$ cat config.mk
export PLATFORM = sky130hd
export DESIGN_NAME = booth_multiplier_32
export DESIGN_NICKNAME = d
export VERILOG_FILES = /design/src/rtl/booth_multiplier_32.sv
export SDC_FILE = /design/constraint.sdc
export NUM_CORES = 2
export LEC_CHECK = 0
export ABC_AREA = 1
export BUFFER_PORTS_ARGS = -buffer_cell sky130_fd_sc_hd__buf_2
export CORE_MARGIN = 2
export CORE_UTILIZATION = 40
export DETAILED_ROUTE_END_ITERATION = 6
export SYNTH_ARGS = -nofsm -noshare
export SYNTH_HDL_FRONTEND = slang
export SYNTH_SLANG_ARGS = --single-unit
$ cat constraint.sdc
create_clock -name clk -period 33 [get_ports clk]
set_input_delay 6.6 -clock clk [delete_from_list [all_inputs] [get_ports clk]]
set_output_delay 6.6 -clock clk [all_outputs]
set_load 0.01 [all_outputs]
$ cat src/rtl/booth_multiplier_32.sv
// booth_multiplier_32: signed WIDTH x WIDTH -> 2*WIDTH multiplier using radix-4 (modified)
// Booth recoding of the multiplier, carry-save reduction of the partial products and a
// single final carry-propagate adder. The combinational product is also captured into a
// one-stage output register qualified by in_valid.
//
// Ports:
//   clk          rising-edge clock for the output register stage
//   rst_n        asynchronous active-low reset (clears product and out_valid)
//   in_valid     qualifies multiplicand/multiplier for capture into the output stage
//   multiplicand signed two's-complement operand A
//   multiplier   signed two's-complement operand B (Booth-recoded)
//   product_comb combinational signed A*B
//   product      registered signed A*B
//   out_valid    product holds the result of a captured in_valid cycle
module booth_multiplier_32 #(
   parameter int unsigned WIDTH = 32
) (
   input  logic                 clk,
   input  logic                 rst_n,
   input  logic                 in_valid,
   input  logic [WIDTH-1:0]     multiplicand,
   input  logic [WIDTH-1:0]     multiplier,
   output logic [2*WIDTH-1:0]   product_comb,
   output logic [2*WIDTH-1:0]   product,
   output logic                 out_valid
);

   localparam int unsigned PW    = 2 * WIDTH;   // product width
   localparam int unsigned XW    = WIDTH + 2;   // A extended so that 2*(-2^(W-1)) fits
   localparam int unsigned NumPp = WIDTH / 2;   // one radix-4 digit per two multiplier bits

   // ------------------------------------------------------------------------
   // Operand extension
   // ------------------------------------------------------------------------
   logic [XW-1:0]    a_x;
   logic [WIDTH+2:0] b_x;   // {sign, sign, B, 0}: implicit 0 below B[0]

   assign a_x = {{2{multiplicand[WIDTH-1]}}, multiplicand};
   assign b_x = {{2{multiplier[WIDTH-1]}}, multiplier, 1'b0};

   // ------------------------------------------------------------------------
   // Booth digit selection and partial-product generation
   // ------------------------------------------------------------------------
   logic [PW-1:0] pp [NumPp];
   logic [PW-1:0] corr;       // +1 completion bits for negated rows

   always_comb begin : p_pp
      logic [2:0]    grp;
      logic [XW-1:0] mag;
      logic [XW-1:0] row;
      logic          neg;
      corr = '0;
      for (int i = 0; i < NumPp; i++) begin
         grp = b_x[2*i +: 3];
         mag = '0;
         neg = 1'b0;
         case (grp)
            3'b001, 3'b010: mag = a_x;
            3'b011:         mag = a_x << 1;
            3'b100: begin
               mag = a_x << 1;
               neg = 1'b1;
            end
            3'b101, 3'b110: begin
               mag = a_x;
               neg = 1'b1;
            end
            default:        mag = '0;   // 000 / 111 -> digit 0
         endcase
         // Negation is one's complement here; the +1 lands in corr at weight 2^(2i).
         row       = neg ? ~mag : mag;
         pp[i]     = {{(PW-XW){row[XW-1]}}, row} << (2 * i);
         corr[2*i] = neg;
      end
   end

   // ------------------------------------------------------------------------
   // Carry-save reduction: the correction row seeds the sum vector, then each
   // partial product is folded in with a 3:2 compressor row. Carries shifted out
   // of the top bit are discarded, which is exactly modulo 2^PW arithmetic.
   // ------------------------------------------------------------------------
   logic [PW-1:0] cs_sum;
   logic [PW-1:0] cs_carry;

   always_comb begin : p_csa
      logic [PW-1:0] s;
      logic [PW-1:0] c;
      logic [PW-1:0] t;
      s = corr;
      c = '0;
      for (int i = 0; i < NumPp; i++) begin
         t = s ^ c ^ pp[i];
         c = ((s & c) | (s & pp[i]) | (c & pp[i])) << 1;
         s = t;
      end
      cs_sum   = s;
      cs_carry = c;
   end

   assign product_comb = cs_sum + cs_carry;

   // ------------------------------------------------------------------------
   // Output register stage
   // ------------------------------------------------------------------------
   logic [PW-1:0] product_d, product_q;
   logic          out_valid_d, out_valid_q;

   always_comb begin
      product_d   = product_q;
      out_valid_d = in_valid;
      if (in_valid) begin
         product_d = product_comb;
      end
   end

   always_ff @(posedge clk or negedge rst_n) begin
      if (!rst_n) begin
         product_q   <= '0;
         out_valid_q <= 1'b0;
      end else begin
         product_q   <= product_d;
         out_valid_q <= out_valid_d;
      end
   end

   assign product   = product_q;
   assign out_valid = out_valid_q;

endmodule

==> impl_results.md <==
* Status: finished, final reports clean
* Skew final at 0 ns
* Crit Path Category: input port to primary output
* CP Launch Type: input port
* Multi-input gate area at approximately 24000 um^2
* # DRC at 0
* Slew headroom at 20.0%
* Die area at 74700 um^2
* Layout cells sized above 1 at 9.49%
* Area contributors post-synth: fa_1 (33%), o22ai_1 (11%), ha_1 (10%)
* Global Route Usage Sum at 21.7%
* FF/Latch Area at around 1600 um^2
* Delay of the slowest critical-path stage at 0.63 ns
* Worst-margin pin slew at 1.20 ns
* Cts hold-fix bufs at 0
* Final setup fails at 0
* Worst slack, placed at between 8 and 9 ns
* Synth area leader: fa_1
* Drt wl/cell at between 15 and 20 um
* Final Cell Area at between 30000 and 40000 um^2
* GRT overflow at 0
* ANT nets after route at 0
* Yosys reg bits at 65
* CP endpoint kind: primary output
* CTS Buf Count at 9
* Final Max Slew Viols at 0
* Fill cells at 7317
* Period utilization at between 70% and 80%
* Slowest stage cell, crit path: fa_1
* GPL Wtd Cong at 0.866
* Peak Freq at 40.8 MHz
* Mapped Area at 29000 um^2
* # clock sinks at 65
* Post-synth EDFFs at 0
* Longest Clk Path Bufs at 2
* Final WL at 80.8 mm
* Number of DRC markers in iteration 0 at between 1.5k and 2k
* First-pass GRT wire length at between 100 and 150 mm
* Largest net degree at the start of global routing at 59
* Ys async rst share at 100%
* HP Class: register to register
* I/O Buffers at 195
* Syn Nets at 4308
* Mean Syn Cell Area at 8.23 um^2
* IO Pins at 196
* Setup bufs post-CTS at 0
* Placed Area at 30700 um^2
* Vias per cell at 5.32
* Arrival time at the worst endpoint at about 18 ns
* Clock-pin transition on the worst setup and hold timing paths at ~0.060 ns
* Primary FF master, synth: dfrtp_1
* Setup tns final at 0 ns
* Antenna violations before repair at 0
* WP data required at 26.40 ns
* Antenna cells at 0
* Syn. warnings at 0
* Root Driver: clkbuf_16
* Final hold viol count at 0
* Seq/Total Area, Yosys at 5.61%
* Final nets at around 4.3k
* Site Rows at between 90 and 100
* H-tree depth at 3
* Max_cap viols at 0
* CP max FO at 35
* Die Width at 273 um
* TritonCTS clock tree: done
* Final critical-path setup slack at 8.49 ns
* DR vias at 23.9k
* Die H at 273 um
* Core Area at 71600 um^2
* Syn Inst Count at 3524
* Drt pass-1 iters at 5
* Detail Placement HPWL at roughly 65 mm
* Area Growth Syn to Fin at 6.94%
* Tmin final at 24.51 ns
* Critical Path Most Common Cell: fa_1
* Unrepaired setup endpoints after global routing: false
* Netlist cell types at 40
* Yosys top cell area share at 32.9%
* Clk_lat worst skew at 0.38 ns
* Vias in the first global route at 24.0k
* Number of gates resized after CTS at 0
* Initial core utilization at 40.5%
-- kinds of logic after synthesis --
| family | Yosys count | synth area share (%) |
|---|---|---|
| AND/OR/NAND/NOR | 839 | 12.0 |
| adder cells (fa/ha/maj) | 717 | 43.3 |
| multiplexers | 2 | 0.0690 |
| AO/OA/AOI/OAI | 577 | 12.3 |
| buffers and inverters | 782 | 10.5 |
| flip-flops | 65 | 5.61 |
| XOR/XNOR | 542 | 16.4 |
-- worst max-delay path, delay by kind of cell --
| family | cells | cell delay [ns] |
|---|---|---|
| xor+xnor | 1 | 0.38 |
| fa+ha+maj | 15 | 7.91 |
| compound gates | 1 | 0.22 |
| simple gates | 11 | 1.41 |
| buf+inv | 8 | 1.37 |
-- final cells by class --
class	instances	area share (%)
timing repair buffer	258	4.68
sequential	65	5.24
clock inverter	6	0.214
tap	950	3.83
clock buffer	10	0.738
multi-input combinational	2677	78.9
inverter	526	6.37
-- per-layer routing --
layer,global-route usage (%),up-vias,share of wire (%)
met5,0,-,0
met3,1.67,55,3.7
met1,30.7,12041,46
met4,4.04,0,1.2
met2,36.4,492,49
li1,-,11309,-
-- sequential cells by signal, summed over array words and instances (netlist names) --
name       cells
out_valid      1
product       64
-- synth_stat cells, types with 57 or more instances --
| cell | count |
|---|---|
| inv_1 | 517 |
| ha_1 | 241 |
| nor2_1 | 94 |
| fa_1 | 476 |
| xnor2_1 | 278 |
| o22ai_1 | 495 |
| nand3_1 | 62 |
| clkbuf_1 | 187 |
| dfrtp_1 | 65 |
| nand2_1 | 599 |
| buf_2 | 57 |
| xor2_1 | 264 |
-- placed cells by master, fill, tap and decap left out, types with 6 or more instances in the layout --
cell and count:
a21oi_1 39, a21oi_4 8, and2_1 26, buf_2 194, buf_4 64, clkbuf_16 9, dfrtp_1 65, fa_1 476
ha_1 241, inv_1 516, inv_2 6, nand2_1 599, nand3_1 62, nand3_2 6, nand3b_1 6, nand4_1 9
nor2_1 94, nor2_2 14, o21ai_0 12, o21ai_2 12, o22ai_1 495, xnor2_1 278, xor2_1 264
-- worst paths after layout --
path	cells past startpoint	slack [ns]	start	end
setup / recovery	36	8.49	multiplier[1]	product_comb[60]
hold / removal	2	0.46	product[8]$_DFFE_PN0P_	product[8]$_DFFE_PN0P_
setup reg to reg	2	32.34	product[0]$_DFFE_PN0P_	product[0]$_DFFE_PN0P_
hold reg to reg	2	0.46	product[8]$_DFFE_PN0P_	product[8]$_DFFE_PN0P_
max in group asynchronous	2	25.93	rst_n	product[8]$_DFFE_PN0P_
min in group asynchronous	1	6.05	rst_n	product[57]$_DFFE_PN0P_
-- metrics by stage --
stage               std cells  hold WS (ns)  util (%)
finish                   4492         0.464      43.3
global route             4492         0.484      43.3
CTS                      4492         0.468      43.3
floorplan                3524         0.509         -
detailed placement       4476         0.453      42.9
global placement         4476         0.450      42.9
Power is left out: the tool's default activity adds up to more than one toggle a clock period on the data nets, which glitch-free logic cannot reach.
